### src/rtl/rotation_parser.sv
// Parses ASCII rotation lines ("L68\n", "R5\n") into signed 32-bit words
// written one per line to a BRAM port.
//
// state  | meaning
// IDLE   | waiting for start after reset
// DIR    | expecting 'L'/'R' (blank lines and CR skipped)
// DIGITS | accumulating decimal magnitude
// WRITE  | one-cycle BRAM write of the signed value
// DONE   | parse complete, results held
// ERR    | format error, draining input until s_last
module rotation_parser #(
  parameter int MAX_ENTRIES = 4096,
  parameter int MAX_DIGITS  = 6
) (
  input  logic        clk,
  input  logic        rst,
  input  logic        start,
  input  logic [7:0]  s_data,
  input  logic        s_valid,
  input  logic        s_last,
  output logic        s_ready,
  output logic        bram_en,
  output logic [3:0]  bram_we,
  output logic [31:0] bram_addr,
  output logic [31:0] bram_din,
  output logic [31:0] size_o,
  output logic        done_o,
  output logic        err_o
);

  localparam int CW = $clog2(MAX_DIGITS + 1) + 1;

  localparam logic [2:0] ST_IDLE   = 3'd0;
  localparam logic [2:0] ST_DIR    = 3'd1;
  localparam logic [2:0] ST_DIGITS = 3'd2;
  localparam logic [2:0] ST_WRITE  = 3'd3;
  localparam logic [2:0] ST_DONE   = 3'd4;
  localparam logic [2:0] ST_ERR    = 3'd5;

  logic [2:0]    state;
  logic [31:0]   mag;
  logic          neg;
  logic          last_line;
  logic [CW-1:0] ndig;

  logic          accept;
  logic          is_digit;
  logic          is_nl;
  logic          is_cr;
  logic          is_dir;
  logic          full;
  logic          digit_room;
  logic [2:0]    fail_state;
  logic [7:0]    digit_byte;
  logic [31:0]   digit_val;

  assign s_ready    = (state == ST_DIR) || (state == ST_DIGITS) || (state == ST_ERR);
  assign accept     = s_valid && s_ready;
  assign is_digit   = (s_data >= 8'h30) && (s_data <= 8'h39);
  assign is_nl      = (s_data == 8'h0A);
  assign is_cr      = (s_data == 8'h0D);
  assign is_dir     = (s_data == 8'h4C) || (s_data == 8'h52);
  assign full       = (size_o == 32'(MAX_ENTRIES));
  assign digit_room = (ndig != CW'(MAX_DIGITS));
  assign digit_byte = s_data - 8'h30;
  assign digit_val  = {24'd0, digit_byte};
  // An error on the byte carrying s_last has nothing left to drain.
  assign fail_state = s_last ? ST_DONE : ST_ERR;

  assign bram_en   = (state == ST_WRITE);
  assign bram_we   = {4{bram_en}};
  assign bram_addr = bram_en ? {size_o[29:0], 2'b00} : 32'd0;
  assign bram_din  = bram_en ? (neg ? (32'd0 - mag) : mag) : 32'd0;
  assign done_o    = (state == ST_DONE);

  always_ff @(posedge clk or posedge rst) begin
    if (rst) begin
      state     <= ST_IDLE;
      mag       <= 32'd0;
      neg       <= 1'b0;
      last_line <= 1'b0;
      ndig      <= '0;
      size_o    <= 32'd0;
      err_o     <= 1'b0;
    end else begin
      case (state)
        ST_IDLE, ST_DONE: begin
          if (start) begin
            state  <= ST_DIR;
            size_o <= 32'd0;
            mag    <= 32'd0;
            err_o  <= 1'b0;
          end
        end
        ST_DIR: begin
          if (accept) begin
            if (is_cr || is_nl) begin
              if (s_last) state <= ST_DONE;
            end else if (is_dir && !s_last) begin
              neg   <= (s_data == 8'h4C);
              mag   <= 32'd0;
              ndig  <= '0;
              state <= ST_DIGITS;
            end else begin
              state <= fail_state;
              err_o <= s_last;
            end
          end
        end
        ST_DIGITS: begin
          if (accept) begin
            if (is_digit && digit_room) begin
              mag  <= mag * 32'd10 + digit_val;
              ndig <= ndig + CW'(1);
              if (s_last && full) begin
                state <= ST_DONE;
                err_o <= 1'b1;
              end else if (s_last) begin
                state     <= ST_WRITE;
                last_line <= 1'b1;
              end
            end else if (is_cr && !s_last) begin
              state <= ST_DIGITS;
            end else if ((is_nl || is_cr) && (ndig != '0) && !full) begin
              state     <= ST_WRITE;
              last_line <= s_last;
            end else begin
              state <= fail_state;
              err_o <= s_last;
            end
          end
        end
        ST_WRITE: begin
          size_o <= size_o + 32'd1;
          state  <= last_line ? ST_DONE : ST_DIR;
        end
        ST_ERR: begin
          if (accept && s_last) begin
            state <= ST_DONE;
            err_o <= 1'b1;
          end
        end
        default: state <= ST_IDLE;
      endcase
    end
  end

endmodule

### config.mk
export PLATFORM = sky130hd
export DESIGN_NAME = rotation_parser
export DESIGN_NICKNAME = d
export VERILOG_FILES = /design/src/rtl/rotation_parser.sv
export SDC_FILE = /design/constraint.sdc
export NUM_CORES = 1
export LEC_CHECK = 0
export ABC_AREA = 1
export ABC_CLOCK_PERIOD_IN_PS = 4800
export CELL_PAD_IN_SITES_DETAIL_PLACEMENT = 0
export CELL_PAD_IN_SITES_GLOBAL_PLACEMENT = 1
export CORE_AREA = 2 2 146 148
export CTS_CLUSTER_DIAMETER = 40
export DETAILED_ROUTE_END_ITERATION = 12
export DIE_AREA = 0 0 148 150
export GPL_TIMING_DRIVEN = 0
export PLACE_DENSITY = 0.92
export SLEW_MARGIN = 10
export SYNTH_ARGS = -nofsm -noshare
export SYNTH_HDL_FRONTEND = slang
export SYNTH_SLANG_ARGS = --single-unit
### constraint.sdc
create_clock -name clk -period 4.8 [get_ports clk]
set_input_delay 0.48 -clock clk [delete_from_list [all_inputs] [get_ports clk]]
set_output_delay 0.48 -clock clk [all_outputs]
set_load 0.01 [all_outputs]
Yosys cells after proc, flatten, opt, wreduce, memory -nomap -nowiden. Index checks and enable logic that the tools add are counted.

Add/sub/neg operators: 5. Multiply operators: 1. Order comparisons: 2. Eq/ne operators: 27. Muxes and demuxes: 48. Bitwise operators: 1. Reductions and logical operators: 30.

Operators with widths (count): 32-bit two-way mux (9); 32-bit one-hot mux with 3 select lines (1); 32-bit one-hot mux with 2 select lines (1); 3-bit two-way mux (13); 32-bit by 1-bit adder with 32-bit output (second input constant) (1); 32-bit by 8-bit adder with 32-bit output (1); 32-bit by 13-bit equality test with 1-bit output (second input constant) (1); 32-bit by 3-bit multiplier with 31-bit output (second input constant) (1); 1-bit by 32-bit subtractor with 32-bit output (first input constant) (1); 4-bit two-way mux (5); 6-bit AND reduction (3); 8-bit by 4-bit equality test with 1-bit output (second input constant) (2); 8-bit by 7-bit equality test with 1-bit output (second input constant) (2); 1-bit two-way mux (16); 2-bit inequality test (second input constant) (8); 3-bit one-hot mux with 5 select lines (1); 10-bit AND reduction (1); 1-bit logical AND (9); 3-bit inequality test (second input constant) (3); 8-bit by 6-bit greater-or-equal comparator with 1-bit output (second input constant) (1); 8-bit by 6-bit less-or-equal comparator with 1-bit output (second input constant) (1); 4-bit by 3-bit inequality test with 1-bit output (second input constant) (2); 4-bit one-hot mux with 2 select lines (1); 4-bit nonzero test (2); other kinds (18) (28).

Flip-flop bits (word level): 74. Bits of input ports: 13. Output and inout port bits: 104. Word-level logic and storage cells: 121.

Longest topological paths before layout.
Word-level depth: 9. Mapped depth: 21. Depth with buffers taken out: 21.

Least setup slack after synthesis. No wires, ideal clock.

Path kind: register -> register. Start point: register mag[1]. End point: register mag[30]. Library setup time: 0.117 ns. Arrival time: 3.039 ns. Data required time: 4.683 ns. Path slack: 1.643 ns. Cell stages (with the launch flop): 19. Path buffers: 0. Clock period less this slack: 3.157 ns. Cells stage by stage: dfrtp_1 -> ha_1 -> ha_1 -> fa_1 -> xor2_1 -> ha_1 -> nand2_1 -> nor2_1 -> nand2_1 -> nand2_1 -> nand4_1 -> nor2_4 -> nand2_2 -> nor2_4 -> nand2_4 -> nor2_4 -> nand3_1 -> nand3_1 -> nand2_1.

Cells in the longest elaborated chain, start to end: 5.

RTL lines: from (decl) (RTL line 41) `logic [31:0] mag;`; from (signal assigned) (RTL line 113) `mag <= mag * 32'd10 + digit_val;`; 32-bit by 3-bit multiplier with 31-bit output (RTL line 113); 32-bit by 8-bit adder with 32-bit output (RTL line 113); 32-bit two-way mux (RTL line 112) `if (is_digit && digit_room) begin`; 32-bit two-way mux (RTL line 111) `if (accept) begin`; 32-bit one-hot mux with 3 select lines (RTL line 86) `case (state)`.

No other way between the ends. The select of a mux whose other input is x is not followed. A chain may end at the register's enable or synchronous reset.

Worst setup path in the final report.
Start point: register state[1]. End point: output bram_addr[9].

Cells in the longest elaborated chain, start to end: 2.

RTL lines: from (decl) (RTL line 40) `logic [2:0] state;`; from (signal assigned) (RTL line 105) `state <= fail_state;`; from (signal assigned) (RTL line 128) `state <= fail_state;`; from (signal assigned) (RTL line 135) `state <= last_line ? ST_DONE : ST_DIR;`; 3-bit by 2-bit equality test with 1-bit output (RTL line 70) `assign bram_en = (state == ST_WRITE);`; 32-bit two-way mux (RTL line 72) `assign bram_addr = bram_en ? {size_o[29:0], 2'b00} : 32'd0;`; to (decl) (RTL line 24) `output logic [31:0] bram_addr,`.

No other way between the ends.

==> summary.txt <==
Power and ir drop
  – Maximum VDD drop: 159 uV
  – Psw: between 0.5 and 0.6 mW
  – Sw frac: 0.318
  – Leak Pwr: ~5.2 nW
  – Clock Power Share: 0.415
  – Internal: 1.20 mW
  – Overall power: between 1.5 and 2 mW
  – Combinational power share: 0.217
  – Power density over cell area: 166 nW/um2
  – Sequential share of power: 0.368

Final layout
  – Layout Cells excl Fill: approximately 1800
  – Flip-flop and latch area: 1850 um2
  – FILL cells: 2156
  – N_diodes: 0
  – Multi-input gate area: 5890 um2
  – Area Growth Syn to Fin: 20.9%
  – Layout cells sized above 1: 0.0786
  – Final net count: 1646
  – Final instance area: 10600 um2

Timing
  – Setup TNS: 0 ps
  – Final slew viol count: 0
  – Post-layout worst setup margin: 835 ps
  – Hold Violations, Final: 0
  – Slew @ Worst Pin: 712 ps
  – Period Utilization, post-route: 0.826
  – Unrepaired setup endpoints after global routing: false
  – Fin Clk Skew: 9.17 ps
  – Worst rel slew slack: 0.526
  – Setup violations, final: 0
  – Clock period minus worst slack: between 3000 and 4000 ps
  – Max Clk Rate: around 250 MHz

Critical path
  – CP Class: reg2out
  – Crit. End Element: output pin
  – Worst setup SP type: register
  – WP data required: 4320 ps
  – CP max FO: 10
  – Worst Path Arrival: 3490 ps

Drt
  – Total number of vias: 9447
  – WL/cell: 14.7 um
  – Drt first pass iters: 5
  – DRC: 0
  – ANT nets after route: 0
  – Drt via density: 5.13
  – Iter 0 DRT Violations: 440
  – DRT Wirelength: 27000 um

Die
  – Initial Util: 0.424
  – Die height: 150 um
  – Number of cell rows: 53
  – Die width: 148 um
  – Io pins: 117
  – Core ar.: 20700 um2
  – Die area: 22200 um2

Placement
  – Placed cell area: 10300 um2
  – GPL Wtd Cong: 0.910
  – Detailed placement HPWL: 22400 um
  – Port bufs: roughly 110
  – Dpl cells: 1824
  – Post-Place Setup Slack: 1160 ps

GRT
  – Largest net degree at the start of global routing: 43
  – Vias in the first global route: around 8900
  – First-pass GRT wire length: roughly 44000 um
  – Antenna violations before repair: 0
  – GRT Overall Usage: 0.247
  – Gr ovfl total: 0

CTS
  – Longest Clk Path Bufs: 2
  – CTS tree: yes
  – # clock sinks: 74
  – Register clock-pin slew on the reported worst setup and hold paths: 70 ps
  – Worst skew pair latency: 340 ps
  – Root Driver: clkbuf_16
  – CTS H-tree depth: 3
  – Post-CTS resize count: 0
  – Hold buffers post-CTS: 0
  – Post-CTS Setup Bufs: 0
  – Total CTS buffers: 9

Hold path
  – Worst hold path class: reg2reg

Run status
  – Status: finished, final reports clean

Logic synthesis
  – Register area share after synthesis: 0.211
  – Synth Instances: 1433
  – Seq cells post-synth: 74
  – Synth cell types: 49
  – Yosys warns: 0
  – Syn Area/Cell: 6.12 um2
  – Mapped Area: between 8000 and 9000 um2

Job
  – Max-cap violations: 0
power groups by stage:
stage	combinational [mW]	sequential, mW	clock, mW
2_1_floorplan	0.241	0.659	0
3_3_place_gp	0.379	0.660	0
3_5_place_dp	0.380	0.661	0
4_1_cts	0.382	0.649	0.744
5_1_grt	0.425	0.650	0.774
6_report	0.382	0.649	0.732
Yosys cell counts, drive strengths merged:
library cell,n,area [um2]
buf,14,88.8
o22ai,15,93.8
o21ai,75,375
clkinv,6,23.8
o32ai,1,8.76
o21a,4,30.0
dfrtp,74,1850
fa,2,40.0
nor3,37,205
o211ai,1,7.51
nor2,172,767
nand2,431,1750
xnor2,7,61.3
o21bai,6,45.0
a22oi,1,7.51
o31ai,4,30.0
nand3,118,661
ha,71,888
nor4,15,106
inv,234,878
a21oi,75,387
nand3b,6,45.0
nor3b,1,7.51
a31o,2,17.5
or2,2,15.0
a31oi,4,25.0
clkbuf,10,37.5
and2,1,6.26
xor2,13,114
and3,1,6.26
conb,1,3.75
nand4,29,181
state kept, by name (all words and copies together) (netlist names):
name / count
err_o: 1
last_line: 1
mag: 32
ndig: 4
neg: 1
size_o: 32
state: 3
stage by stage:
stage                util  hold WS, ps
CTS                 0.512          498
detailed placement  0.497          482
global placement    0.496          454
finish              0.512          487
global route        0.512          537
floorplan               -          470
worst paths after layout:
| kind | start | to | slack, ps | cells past startpoint |
|---|---|---|---|---|
| worst max-delay path | state[1] | bram_addr[9] | 830 | 10 |
| worst min-delay path | err_o | err_o | 490 | 2 |
| worst max register to register | mag[1] | mag[26] | 1130 | 18 |
| worst min register to register | err_o | err_o | 490 | 2 |
| max in group asynchronous | rst | mag[21] | 3710 | 3 |
| min in group asynchronous | rst | state[2] | 500 | 2 |
layout make-up:
cell class | instances | area share
clock inverter | 6 | 0.00862
buffer | 24 | 0.0119
clock buffer | 10 | 0.0216
inverter | 240 | 0.0854
multi-input combinational | 1096 | 0.556
tap | 275 | 0.0325
timing repair buffer | 115 | 0.110
sequential | 74 | 0.175
placed cells by master, fill, tap and decap left out, types with 3 or more instances in the layout:
| cell | netlist | routed |
|---|---|---|
| nor4_1 | 13 | 13 |
| nand2_4 | 6 | 6 |
| nand3b_1 | 6 | 6 |
| clkinvlp_4 | 0 | 3 |
| nor2_4 | 10 | 10 |
| xnor2_1 | 7 | 7 |
| o31ai_1 | 4 | 4 |
| clkdlybuf4s50_1 | 0 | 114 |
| nand4_1 | 29 | 29 |
| xor2_1 | 13 | 13 |
| a21oi_1 | 74 | 74 |
| nor2_2 | 12 | 12 |
| nand3_2 | 9 | 9 |
| buf_1 | 4 | 4 |
| buf_4 | 7 | 7 |
| nand2_2 | 34 | 34 |
| o21ai_0 | 72 | 72 |
| clkbuf_1 | 10 | 11 |
| o21a_1 | 4 | 4 |
| inv_2 | 10 | 10 |
| nor3_2 | 4 | 4 |
| ha_1 | 71 | 71 |
| o21ai_1 | 3 | 3 |
| nand3_1 | 107 | 107 |
| clkinv_1 | 5 | 5 |
| nor2_1 | 149 | 149 |
| clkbuf_16 | 0 | 9 |
| o21bai_1 | 6 | 6 |
| inv_1 | 224 | 223 |
| dfrtp_1 | 74 | 74 |
| nor3_1 | 33 | 33 |
| nand2_1 | 391 | 391 |
| a31oi_1 | 4 | 4 |
| o22ai_1 | 15 | 15 |
per-layer routing:
layer,part of all wire,wire length (um),track usage
met1,0.46,12400,0.327
met2,0.47,12800,0.431
met5,0,0,0
met4,0.023,627,0.0690
met3,0.044,1190,0.0253
worst max-delay path: stages (launching register included):
cell and delay (ps):
dfrtp_1 380, inv_1 80, nor2_1 150, inv_1 70
nor2_2 450, inv_1 270, clkbuf_1 330, clkbuf_1 400
clkbuf_1 310, nor2_1 150, clkdlybuf4s50_1 550
logic make-up after synthesis:
group | share of synthesized area
buffers and inverters | 0.117
AOI/OAI and AO/OA | 0.117
DFF | 0.211
and+or+nand+nor | 0.428
other | 0.000428
adders and majority gates | 0.106
xor gates and xnor gates | 0.0200
Power figures use the tool's default switching activity.
